## src/rtl/heichips25_tile_driver.sv

```systemverilog
// Host-side pin transactor for a heichips25 tiny tile: sequences rst_n/ena,
// drives ui/uio, waits a programmable settle time and returns sampled outputs.
module heichips25_tile_driver #(
    parameter int RST_CYCLES = 8,
    parameter int HOLD_W     = 8
) (
    input  logic              clk,
    input  logic              rst,
    input  logic              cmd_valid,
    output logic              cmd_ready,
    input  logic              cmd_tile_reset,
    input  logic [7:0]        cmd_ui,
    input  logic [7:0]        cmd_uio,
    input  logic [HOLD_W-1:0] cmd_hold,
    input  logic [7:0]        cmd_exp,
    input  logic [7:0]        cmd_exp_mask,
    output logic              rsp_valid,
    input  logic              rsp_ready,
    output logic [7:0]        rsp_uo,
    output logic [7:0]        rsp_uio,
    output logic [7:0]        rsp_oe,
    output logic              rsp_mismatch,
    output logic              tile_rst_n,
    output logic              tile_ena,
    output logic [7:0]        tile_ui_in,
    output logic [7:0]        tile_uio_in,
    input  logic [7:0]        tile_uo_out,
    input  logic [7:0]        tile_uio_out,
    input  logic [7:0]        tile_uio_oe,
    output logic              busy,
    output logic [15:0]       err_count
);

    localparam logic [1:0] S_TRST = 2'd0;
    localparam logic [1:0] S_IDLE = 2'd1;
    localparam logic [1:0] S_WAIT = 2'd2;
    localparam logic [1:0] S_RESP = 2'd3;

    // One counter serves both the reset-low count and the settle count.
    localparam int RST_W = $clog2(RST_CYCLES + 1);
    localparam int CNT_W = (HOLD_W > RST_W) ? HOLD_W : RST_W;

    logic [1:0]       state_q, state_d;
    logic [CNT_W-1:0] cnt_q, cnt_d;
    logic             trst_cmd_q, trst_cmd_d;
    logic [7:0]       exp_q, exp_d;
    logic [7:0]       mask_q, mask_d;
    logic             cmd_ready_q, cmd_ready_d;
    logic             rsp_valid_q, rsp_valid_d;
    logic [7:0]       rsp_uo_q, rsp_uo_d;
    logic [7:0]       rsp_uio_q, rsp_uio_d;
    logic [7:0]       rsp_oe_q, rsp_oe_d;
    logic             rsp_mismatch_q, rsp_mismatch_d;
    logic             tile_rst_n_q, tile_rst_n_d;
    logic             tile_ena_q, tile_ena_d;
    logic [7:0]       tile_ui_q, tile_ui_d;
    logic [7:0]       tile_uio_q, tile_uio_d;
    logic             busy_q, busy_d;
    logic [15:0]      err_q, err_d;
    logic             mismatch;

    assign mismatch = |((tile_uo_out ^ exp_q) & mask_q);

    always_comb begin
        state_d        = state_q;
        cnt_d          = cnt_q;
        trst_cmd_d     = trst_cmd_q;
        exp_d          = exp_q;
        mask_d         = mask_q;
        rsp_valid_d    = rsp_valid_q;
        rsp_uo_d       = rsp_uo_q;
        rsp_uio_d      = rsp_uio_q;
        rsp_oe_d       = rsp_oe_q;
        rsp_mismatch_d = rsp_mismatch_q;
        tile_rst_n_d   = tile_rst_n_q;
        tile_ena_d     = 1'b1;
        tile_ui_d      = tile_ui_q;
        tile_uio_d     = tile_uio_q;
        err_d          = err_q;

        case (state_q)
            S_TRST: begin
                tile_rst_n_d = 1'b0;
                tile_ui_d    = 8'h00;
                tile_uio_d   = 8'h00;
                if (cnt_q == CNT_W'(RST_CYCLES)) begin
                    tile_rst_n_d = 1'b1;
                    if (trst_cmd_q) begin
                        state_d        = S_RESP;
                        rsp_valid_d    = 1'b1;
                        rsp_uo_d       = 8'h00;
                        rsp_uio_d      = 8'h00;
                        rsp_oe_d       = 8'h00;
                        rsp_mismatch_d = 1'b0;
                    end else begin
                        state_d = S_IDLE;
                    end
                end else begin
                    cnt_d = cnt_q + 1'b1;
                end
            end
            S_IDLE: begin
                if (cmd_valid && cmd_ready_q) begin
                    exp_d      = cmd_exp;
                    mask_d     = cmd_exp_mask;
                    trst_cmd_d = cmd_tile_reset;
                    if (cmd_tile_reset) begin
                        // The handshake edge already counts as the first low cycle.
                        state_d      = S_TRST;
                        cnt_d        = CNT_W'(1);
                        tile_rst_n_d = 1'b0;
                        tile_ui_d    = 8'h00;
                        tile_uio_d   = 8'h00;
                    end else begin
                        state_d    = S_WAIT;
                        cnt_d      = CNT_W'(cmd_hold);
                        tile_ui_d  = cmd_ui;
                        tile_uio_d = cmd_uio;
                    end
                end
            end
            S_WAIT: begin
                if (cnt_q == '0) begin
                    state_d        = S_RESP;
                    rsp_valid_d    = 1'b1;
                    rsp_uo_d       = tile_uo_out;
                    rsp_uio_d      = tile_uio_out & tile_uio_oe;
                    rsp_oe_d       = tile_uio_oe;
                    rsp_mismatch_d = mismatch;
                    if (mismatch && (err_q != 16'hFFFF)) begin
                        err_d = err_q + 16'd1;
                    end
                end else begin
                    cnt_d = cnt_q - 1'b1;
                end
            end
            S_RESP: begin
                if (rsp_ready) begin
                    rsp_valid_d = 1'b0;
                    state_d     = S_IDLE;
                end
            end
            default: state_d = S_TRST;
        endcase

        cmd_ready_d = (state_d == S_IDLE);
        busy_d      = (state_d != S_IDLE);
    end

    always_ff @(posedge clk or posedge rst) begin
        if (rst) begin
            state_q        <= S_TRST;
            cnt_q          <= '0;
            trst_cmd_q     <= 1'b0;
            exp_q          <= 8'h00;
            mask_q         <= 8'h00;
            cmd_ready_q    <= 1'b0;
            rsp_valid_q    <= 1'b0;
            rsp_uo_q       <= 8'h00;
            rsp_uio_q      <= 8'h00;
            rsp_oe_q       <= 8'h00;
            rsp_mismatch_q <= 1'b0;
            tile_rst_n_q   <= 1'b0;
            tile_ena_q     <= 1'b0;
            tile_ui_q      <= 8'h00;
            tile_uio_q     <= 8'h00;
            busy_q         <= 1'b1;
            err_q          <= 16'h0000;
        end else begin
            state_q        <= state_d;
            cnt_q          <= cnt_d;
            trst_cmd_q     <= trst_cmd_d;
            exp_q          <= exp_d;
            mask_q         <= mask_d;
            cmd_ready_q    <= cmd_ready_d;
            rsp_valid_q    <= rsp_valid_d;
            rsp_uo_q       <= rsp_uo_d;
            rsp_uio_q      <= rsp_uio_d;
            rsp_oe_q       <= rsp_oe_d;
            rsp_mismatch_q <= rsp_mismatch_d;
            tile_rst_n_q   <= tile_rst_n_d;
            tile_ena_q     <= tile_ena_d;
            tile_ui_q      <= tile_ui_d;
            tile_uio_q     <= tile_uio_d;
            busy_q         <= busy_d;
            err_q          <= err_d;
        end
    end

    assign cmd_ready    = cmd_ready_q;
    assign rsp_valid    = rsp_valid_q;
    assign rsp_uo       = rsp_uo_q;
    assign rsp_uio      = rsp_uio_q;
    assign rsp_oe       = rsp_oe_q;
    assign rsp_mismatch = rsp_mismatch_q;
    assign tile_rst_n   = tile_rst_n_q;
    assign tile_ena     = tile_ena_q;
    assign tile_ui_in   = tile_ui_q;
    assign tile_uio_in  = tile_uio_q;
    assign busy         = busy_q;
    assign err_count    = err_q;

endmodule

```

## config.mk

```make
export PLATFORM = sky130hd
export DESIGN_NAME = heichips25_tile_driver
export DESIGN_NICKNAME = d
export VERILOG_FILES = /design/src/rtl/heichips25_tile_driver.sv
export SDC_FILE = /design/constraint.sdc
export NUM_CORES = 1
export LEC_CHECK = 0
export ABC_AREA = 1
export BUFFER_PORTS_ARGS = -buffer_cell sky130_fd_sc_hd__clkbuf_2
export CAP_MARGIN = 20
export CORE_ASPECT_RATIO = 1.25
export CORE_UTILIZATION = 46
export CTS_BUF_LIST = sky130_fd_sc_hd__clkbuf_4
export CTS_CLUSTER_DIAMETER = 200
export DETAILED_ROUTE_END_ITERATION = 7
export PLACE_DENSITY = 0.71
export SYNTH_ARGS = -nofsm -noshare
export SYNTH_HDL_FRONTEND = slang
export SYNTH_SLANG_ARGS = --single-unit
```

## constraint.sdc

```tcl
create_clock -name clk -period 4.1 [get_ports clk]
set_input_delay 1.025 -clock clk [delete_from_list [all_inputs] [get_ports clk]]
set_output_delay 1.025 -clock clk [all_outputs]
set_load 0.05 [all_outputs]
```

==> flow_metrics.py, run 1 <==
metrics = {
    "min_path": {
        "hold_end": "mask_q[7]",
        "hp-start": "mask_q[7]",
        "whs_path_depth": 2,
        "hold_class": "flip-flop to flip-flop",
    },
    "timing": {
        "rsz0062_at_grt": "no",
        "period_needed_ns": 2.42,
        "fin_ws_ns": 1.68,
        "setup-violations-final": 0,
        "final-hold-violation-count": 0,
        "fmax_ghz": 0.413,
        "finalMaxSlewViolations": 0,
        "min_period_over_period": 0.591,
        "worstMarginPinSlew_ns": 0.734,
        "finClkSkew_ns": 0.0155,
        "max_slew_margin": 0.509,
        "setup_tns_ns": 0,
    },
    "setup_path": {
        "startpoint_type": "flip-flop",
        "path_buf_inv": 2,
        "r2r_end": "err_count[6]",
        "reg2reg_depth": 6,
        "path_cells": "inv_1 > nor2_1 > nand4_1 > inv_1 > nand2_1 > nand2_1",
        "cp.arrival_ns": 2.81,
        "critPathCaptureType": "flip-flop",
        "crit_family": "simple AND/OR/NAND/NOR gates",
        "crit_type": "flip-flop to flip-flop",
        "cp_slowest_stage_delay_ns": 0.62,
        "crit_fanout": 14,
        "cp-startpoint": "state_q[1]",
        "worst-endpoint-required_ns": 4.49,
        "critical-path-slowest-cell": "dfrtp_1",
        "r2r-start": "state_q[1]",
        "reg2reg_slack_ns": 1.68,
    },
    "grt": {
        "grt_max_degree": 54,
        "busiest_layer": "met2",
        "grt_antenna_before_repair": 0,
        "gr-total-overflow": 0,
        "grt_use_met1": 0.286,
        "met3_usage": 0.0415,
        "gr-usage-met2": 0.353,
        "grt_pass1_wl_um": 17000,
        "grt_usage": 0.218,
        "grt_pass1_vias": 3799,
    },
    "power": {
        "vdd_drop_max_v": 0.000535,
        "p_leak_nw": 2.87,
        "power_density_nw_per_um2": 788,
    },
    "finish": {
        "synthToLayoutAreaGrowth_pct": 19.5,
        "n_fill_cell": 847,
        "drive_above_1_share": 0.238,
        "final_cell_mix": "207 x nand2_1, 130 x clkbuf_2, 88 x dfrtp_1",
        "fin_nets": 765,
        "antenna_cells": 0,
        "fin_util": 0.571,
        "design_area_um2": 5270,
        "final_common_cell": "nand2_1",
    },
    "clocking": {
        "cts_tree": "built",
        "clockRootBuffer": "clkbuf_4",
        "cts_resized": 0,
        "clock_latency_ns": 0.45,
        "cts-buffers-inserted": 9,
        "clockBufferDepth": 2,
        "cts.clk_slew.worst_paths_ns": 0.14,
        "cts_max_level": 3,
        "cts_setup_buffers": 0,
        "hold_buffers": 0,
        "cts.sinks": 89,
    },
    "floorplanning": {
        "rows": 39,
        "chipWidth_um": 89.6,
        "start_util": 0.478,
        "dieArea_um2": 9990,
        "io_pins": 131,
        "core_region_area_um2": 9220,
        "die_h_um": 111,
    },
    "detailed_routing": {
        "ant_nets": 0,
        "via_per_inst": 4.97,
        "avgRoutedWirePerCell_um": 12.5,
        "wirelength_um": 10300,
        "vias": 4083,
        "drt-pass1-iter-count": 5,
        "drc": 0,
        "drt_iter0_drc": 155,
    },
    "yosys": {
        "syn_area_um2": 4410,
        "ys_ff_latch": 89,
        "ys_warn_count": 0,
        "synth_cells": 568,
        "ys_seq_area_frac": 0.505,
        "synth_fp_nets": 639,
        "synth_cell_types": 35,
        "syn_avg_cell_area_um2": 7.76,
    },
    "place": {
        "place.port_buffers": 130,
        "pre_cts_slack_ns": 1.34,
        "place.gp.congestion": 0.900,
        "post-dp-hpwl_um": 7660,
        "postPlaceCellArea_um2": 5140,
    },
    "run_status": {
        "status": "finished, final reports clean",
    },
    "flow_run": {
        "cap_viol_max_count": 0,
    },
}
-- layer usage --
metal | vias up | routed length [um]
met1 | 1888 | 4560
li1 | 2054 | -
met4 | 0 | 161
met3 | 15 | 568
met2 | 126 | 4970
met5 | - | 0
-- synthesized netlist by cell type --
master	number	area, um2
nand2_1	207	777
dfrtp_1	88	2200
nor2_1	48	180
inv_1	47	176
nand3_1	47	235
a21oi_1	29	145
o21ai_0	20	100
buf_2	7	35.0
o21ai_1	7	35.0
xnor2_1	7	61.3
xor2_1	7	61.3
inv_2	5	18.8
nand4_1	5	31.3
buf_6	4	45.0
nand3b_1	4	30.0
nor3_1	4	20.0
clkbuf_1	3	11.3
nand2_2	3	18.8
nor2_4	3	33.8
nor4_1	3	18.8
buf_1	2	7.51
ha_1	2	25.0
nor2_2	2	12.5
o31ai_1	2	15.0
or2_2	2	12.5
a22oi_1	1	7.51
buf_4	1	7.51
conb_1	1	3.75
dfstp_2	1	26.3
inv_4	1	6.26
nor3_4	1	16.3
o211a_1	1	10.0
o211ai_1	1	7.51
o21ai_2	1	8.76
o21bai_1	1	7.51
-- cell type report --
type / count / area (um2) / share of cell area
repair buffers: 132 / 678 / 0.129
clock buffers: 10 / 75.1 / 0.0142
multi-input cells: 409 / 1870 / 0.356
well taps: 123 / 154 / 0.0292
inverters: 53 / 203 / 0.0385
clock inverters: 5 / 56.3 / 0.0107
flip-flops and latches: 89 / 2230 / 0.423
-- worst max-delay path by stage --
stage	slack, ns	to	cells after the start
floorplan	0.77	cmd_ready	1
CTS	1.68	err_count[6]	6
global route	1.38	tile_rst_n	9
finish	1.68	err_count[6]	6
detailed placement	1.34	tile_rst_n	8
global placement	1.43	tile_rst_n	8
-- cells by family (layout without fill, tap and decap cells) --
group,count (synthesis),in the layout,synth area share
AO/OA/AOI/OAI,63,63,0.0763
XOR/XNOR,14,14,0.0278
adder cells (fa/ha/maj),2,2,0.00567
buffers and inverters,70,200,0.0698
flip-flops,89,89,0.505
other,1,1,0.000850
AND/OR/NAND/NOR,329,329,0.314
-- metrics by stage --
step	std cells	total power, mW	hold slack (ns)
after floorplan	568	3.22	0.442
after detailed placement	806	3.69	0.464
after global routing	821	4.48	0.523
final	821	4.15	0.497
after CTS	821	4.18	0.497
after global placement	806	3.64	0.462
-- sequential cells by signal, summed over array words and instances, names as in the netlist --
| name | flops |
|---|---|
| state_q | 2 |
| tile_ui_in | 8 |
| rsp_mismatch | 1 |
| tile_rst_n | 1 |
| rsp_oe | 8 |
| rsp_valid | 1 |
| tile_uio_in | 8 |
| cnt_q | 8 |
| busy | 1 |
| rsp_uo | 8 |
| trst_cmd_q | 1 |
| rsp_uio | 8 |
| tile_ena | 1 |
| exp_q | 8 |
| cmd_ready | 1 |
| mask_q | 8 |
| err_count | 16 |
-- worst min-delay path, stage by stage (launching register included) --
cell     delay, ns
dfrtp_1       0.38
nand2_1       0.05
nand2_1       0.05
-- report_power, final --
part | leakage (nW) | internal, mW | total [mW] | switching [mW]
Combinational | 1.65 | 0.596 | 2.22 | 1.63
Clock | 0.0743 | 0.190 | 0.484 | 0.294
Sequential | 1.15 | 1.21 | 1.45 | 0.235
Total | 2.87 | 2.00 | 4.15 | 2.16
No activity file was read; power rests on OpenSTA's default activity.
==> inputs of run 2 (changes only) <==
--- a/config.mk
+++ b/config.mk
@@ -13,7 +13,7 @@
 export CTS_BUF_LIST = sky130_fd_sc_hd__clkbuf_4
 export CTS_CLUSTER_DIAMETER = 200
 export DETAILED_ROUTE_END_ITERATION = 7
-export PLACE_DENSITY = 0.71
+export PLACE_DENSITY = 0.74
 export SYNTH_ARGS = -nofsm -noshare
 export SYNTH_HDL_FRONTEND = slang
 export SYNTH_SLANG_ARGS = --single-unit
==> constraint.sdc (replaced) <==
create_clock -name clk -period 2.2 [get_ports clk]
set_input_delay 0.55 -clock clk [delete_from_list [all_inputs] [get_ports clk]]
set_output_delay 0.55 -clock clk [all_outputs]
set_load 0.05 [all_outputs]
==> flow_metrics.py, run 2 (same netlist as run 1, synthesis figures left out) <==
metrics = {
    "detailed_routing": {
        "drc": 0,
        "ant_nets": 0,
        "vias": 4121,
        "avgRoutedWirePerCell_um": 12.5,
        "wirelength_um": 10400,
        "drt-pass1-iter-count": 5,
        "drt_iter0_drc": 186,
        "via_per_inst": 4.95,
    },
    "power": {
        "switching_share": 0.523,
        "p_comb_frac": 0.549,
        "p_leak_nw": 2.91,
        "vdd_drop_max_v": 0.00106,
        "p_sw_mw": 4.04,
        "clockPowerShare": 0.104,
        "pwr-share-seq": 0.347,
        "internal_power_mw": 3.69,
        "power_density_nw_per_um2": 1450,
    },
    "timing": {
        "finClkSkew_ns": 0.0174,
        "setup-violations-final": 0,
        "min_period_over_period": 0.905,
        "fin_ws_ns": 0.210,
        "max_slew_margin": 0.614,
        "finalMaxSlewViolations": 0,
        "period_needed_ns": 1.99,
        "final-hold-violation-count": 0,
        "rsz0062_at_grt": "no",
        "setup_tns_ns": 0,
        "fmax_ghz": 0.502,
        "worstMarginPinSlew_ns": 0.578,
    },
    "grt": {
        "grt_max_degree": 37,
        "grt_antenna_before_repair": 1,
        "gr-total-overflow": 0,
        "grt_pass1_wl_um": 17800,
        "grt_usage": 0.230,
        "grt_pass1_vias": 4007,
    },
    "place": {
        "place.port_buffers": 130,
        "place.gp.congestion": 0.924,
        "pre_cts_slack_ns": 0.123,
        "post-dp-hpwl_um": 7880,
    },
    "setup_path": {
        "critPathCaptureType": "flip-flop",
        "worst-endpoint-required_ns": 2.52,
        "crit_type": "flip-flop to flip-flop",
        "cp.arrival_ns": 2.31,
        "startpoint_type": "flip-flop",
        "crit_fanout": 10,
    },
    "floorplanning": {
        "rows": 39,
        "dieArea_um2": 9990,
        "chipWidth_um": 89.6,
        "die_h_um": 111,
        "start_util": 0.478,
        "io_pins": 131,
        "core_region_area_um2": 9220,
    },
    "min_path": {
        "hold_class": "input pin to asynchronous set/reset pin",
    },
    "finish": {
        "final_cell_mix": "207 x nand2_1, 130 x clkbuf_2, 88 x dfrtp_1",
        "drive_above_1_share": 0.247,
        "fin_nets": 774,
        "largest_reg_flops": 16,
        "final_common_cell": "nand2_1",
        "synthToLayoutAreaGrowth_pct": 20.8,
    },
    "clocking": {
        "cts_tree": "built",
        "cts_max_level": 3,
        "cts.sinks": 89,
        "cts-buffers-inserted": 9,
        "clock_latency_ns": 0.44,
        "cts.clk_slew.worst_paths_ns": 0.14,
        "clockBufferDepth": 2,
        "clockRootBuffer": "clkbuf_4",
        "cts_setup_buffers": 0,
    },
    "run_status": {
        "status": "finished, final reports clean",
    },
    "flow_run": {
        "cap_viol_max_count": 0,
    },
}
[run 2: changes by cell type in the layout (fill, tap and decap cells not counted), sizes merged]
cell / delta
buf: +9
clkbuf: +2
bufinv: -1
clkinvlp: +1
diode: +1
inv: -1
[run 2: power by group through the flow]
| stage | combinational, mW | sequential [mW] | clock, mW |
|---|---|---|---|
| 2_1_floorplan | 2.13 | 3.87 | 0 |
| 3_3_place_gp | 4.17 | 2.68 | 0 |
| 3_5_place_dp | 4.27 | 2.70 | 0 |
| 4_1_cts | 4.27 | 2.68 | 0.836 |
| 5_1_grt | 4.70 | 2.75 | 0.907 |
| 6_report | 4.25 | 2.68 | 0.802 |
[run 2: critical path, cell delays in order, from the launching register on]
cell	delay (ns)
dfrtp_1	0.57
inv_1	0.10
nor2_1	0.36
nand2_1	0.20
nand2_1	0.13
o21bai_1	0.11
or2_2	0.28
nand3_1	0.07
a21oi_1	0.07
[run 2: what timing repair did]
| action | 4_1_cts | 5_1_grt |
|---|---|---|
| gates resized for setup | 0 | 1 |
| hold buffers | 0 | 0 |
| endpoints found under the setup margin | 0 | 17 |
[run 2: metrics by stage]
stage                     instance area, um2  hold WS [ns]  instances  total power, mW  utilization
after floorplan                         4410         0.442        568             6.01            -
after global placement                  5210         0.458        815             6.85        0.565
after detailed placement                5210         0.462        815             6.97        0.565
after CTS                               5320         0.129        831             7.78        0.577
after global routing                    5330         0.148        832             8.36        0.578
final                                   5330         0.133        832             7.73        0.578
[run 2: path summary, 6_finish.rpt]
path | start | endpoint | slack (ns) | depth (start not counted)
min in group clk | tile_uio_out[6] | rsp_uio[6] | 0.31 | 3
worst min register to register | tile_rst_n | tile_rst_n | 0.48 | 2
max in group asynchronous | rst | busy | 1.43 | 3
worst max-delay path | state_q[1] | cnt_q[3] | 0.21 | 8
worst min-delay path | rst | err_count[5] | 0.13 | 2
worst max register to register | state_q[1] | cnt_q[3] | 0.21 | 8
[run 2: cell type report]
type,instances,area [um2]
diodes,1,2.50
clock buffers,12,90.1
clock inverters,4,21.3
fillers,872,3900
inverters,53,205
multi-input cells,409,1880
flip-flops and latches,89,2230
well taps,123,154
repair buffers,141,746
[run 2: layer usage]
metal,vias up,track usage,share of wire
met5,-,0,0
met4,0,0.102,0.026
met3,23,0.0534,0.052
met2,119,0.376,0.49
met1,1912,0.286,0.43
li1,2067,-,-
==> inputs of run 3 (changes only) <==
--- a/config.mk
+++ b/config.mk
@@ -10,7 +10,7 @@
 export CAP_MARGIN = 20
 export CORE_ASPECT_RATIO = 1.25
 export CORE_UTILIZATION = 46
-export CTS_BUF_LIST = sky130_fd_sc_hd__clkbuf_4
+export CTS_BUF_LIST = sky130_fd_sc_hd__clkbuf_16
 export CTS_CLUSTER_DIAMETER = 200
 export DETAILED_ROUTE_END_ITERATION = 7
 export PLACE_DENSITY = 0.74
==> flow_metrics.py, run 3 (same netlist as run 1, synthesis figures left out) <==
metrics = {
    "finish": {
        "n_fill_cell": 843,
        "final_common_cell": "nand2_1",
        "final_cell_mix": "207 x nand2_1, 130 x clkbuf_2, 88 x dfrtp_1",
        "antenna_cells": 0,
        "largest_reg_flops": 16,
        "fin_nets": 774,
        "drive_above_1_share": 0.246,
        "final_cells": 831,
        "fin_util": 0.594,
        "synthToLayoutAreaGrowth_pct": 24.1,
    },
    "place": {
        "place.port_buffers": 130,
        "pre_cts_slack_ns": 0.123,
        "post-dp-hpwl_um": 7880,
        "place.gp.congestion": 0.924,
        "dp_cells": 815,
    },
    "timing": {
        "finalMaxSlewViolations": 0,
        "fmax_ghz": 0.513,
        "period_needed_ns": 1.95,
        "worstMarginPinSlew_ns": 0.574,
        "whs_ns": 0.252,
        "finClkSkew_ns": 0.00667,
        "setup-violations-final": 0,
        "setup_tns_ns": 0,
        "min_period_over_period": 0.885,
        "rsz0062_at_grt": "no",
        "fin_ws_ns": 0.252,
        "final-hold-violation-count": 0,
        "max_slew_margin": 0.617,
    },
    "detailed_routing": {
        "ant_nets": 0,
        "wirelength_um": 10500,
        "via_per_inst": 4.97,
        "avgRoutedWirePerCell_um": 12.6,
        "drt_iter0_drc": 182,
        "drt-pass1-iter-count": 4,
        "drc": 0,
        "vias": 4129,
    },
    "floorplanning": {
        "io_pins": 131,
        "rows": 39,
        "dieArea_um2": 9990,
        "die_h_um": 111,
        "chipWidth_um": 89.6,
        "start_util": 0.478,
        "core_region_area_um2": 9220,
    },
    "clocking": {
        "clockBufferDepth": 2,
        "cts.sinks": 89,
        "clock_latency_ns": 0.34,
        "cts_setup_buffers": 0,
        "cts_tree": "built",
        "cts-buffers-inserted": 9,
        "cts_max_level": 3,
        "cts.clk_slew.worst_paths_ns": 0.06,
        "clockRootBuffer": "clkbuf_16",
    },
    "power": {
        "p_sw_mw": 4.14,
        "power_density_nw_per_um2": 1520,
        "p_comb_frac": 0.512,
        "clockPowerShare": 0.163,
        "internal_power_mw": 4.18,
        "p_leak_nw": 2.98,
        "switching_share": 0.497,
        "vdd_drop_max_v": 0.00108,
        "pwr-share-seq": 0.325,
    },
    "grt": {
        "grt_usage": 0.233,
        "grt_pass1_vias": 4010,
        "grt_max_degree": 37,
        "gr-total-overflow": 0,
        "grt_pass1_wl_um": 18100,
        "grt_antenna_before_repair": 0,
    },
    "setup_path": {
        "crit_fanout": 9,
        "worst-endpoint-required_ns": 2.47,
        "reg2reg_depth": 14,
        "cp.arrival_ns": 2.22,
        "crit_type": "flip-flop to flip-flop",
        "critPathCaptureType": "flip-flop",
        "startpoint_type": "flip-flop",
    },
    "min_path": {
        "hold_class": "input pin to asynchronous set/reset pin",
    },
    "run_status": {
        "status": "finished, final reports clean",
    },
    "flow_run": {
        "cap_viol_max_count": 0,
    },
}
-- run 3: changes by cell type in the layout (fill, tap and decap cells not counted), sizes merged --
| cell | before | now |
|---|---|---|
| inv | 52 | 55 |
| diode | 1 | 0 |
| clkbuf | 142 | 139 |
-- run 3: metrics by stage --
stage,power (mW),instance area (um2)
floorplan,6.01,4410
global placement,6.85,5210
finish,8.32,5480
CTS,8.35,5470
global route,8.93,5480
detailed placement,6.97,5210
-- run 3: area by class of cell --
type	instances	area (um2)	share of cell area
clock inverter	7	32.5	0.00594
timing repair buffer	141	746	0.136
clock buffer	9	225	0.0411
sequential	89	2230	0.407
inverter	53	205	0.0375
multi-input combinational	409	1880	0.344
tap	123	154	0.0281
-- run 3: power by group through the flow --
stage               clock, mW  sequential [mW]  combinational (mW)
finish                   1.36             2.70                4.26
global route             1.46             2.76                4.70
CTS                      1.39             2.69                4.27
detailed placement          0             2.70                4.27
global placement            0             2.68                4.17
floorplan                   0             3.87                2.13
-- run 3: worst max-delay path: stages, from the launching register on --
cell and delay, ns:
dfrtp_1 0.45, inv_2 0.19, nand3_1 0.16, nand2_1 0.14, inv_1 0.05, ha_1 0.16, inv_1 0.05, nand2_1 0.07
nand3_1 0.08, inv_1 0.07, nand2_1 0.07, o21ai_0 0.08, nand2_1 0.06, nand3_1 0.08, a21oi_1 0.15
-- run 3: worst paths after layout --
path / startpoint / end / slack [ns]
worst max register to register: state_q[0] / cnt_q[4] / 0.25
min in group clk: cmd_exp[1] / exp_q[1] / 0.41
worst max-delay path: state_q[0] / cnt_q[4] / 0.25
max in group asynchronous: rst / busy / 1.33
worst min-delay path: rst / err_count[5] / 0.25
worst min register to register: mask_q[6] / mask_q[6] / 0.48
-- run 3: what timing repair did --
action | in CTS | in global routing
resized for setup | 0 | 3
endpoints found under the setup margin | 0 | 21
hold buffers | 0 | 0
-- run 3: layer usage --
layer  global-route usage  up-vias  share of wire
met1                0.291     1908           0.43
met4               0.0878        0          0.023
met3               0.0667       22          0.064
met2                0.379      132           0.48
met5                    0        -              0
li1                     -     2067              -
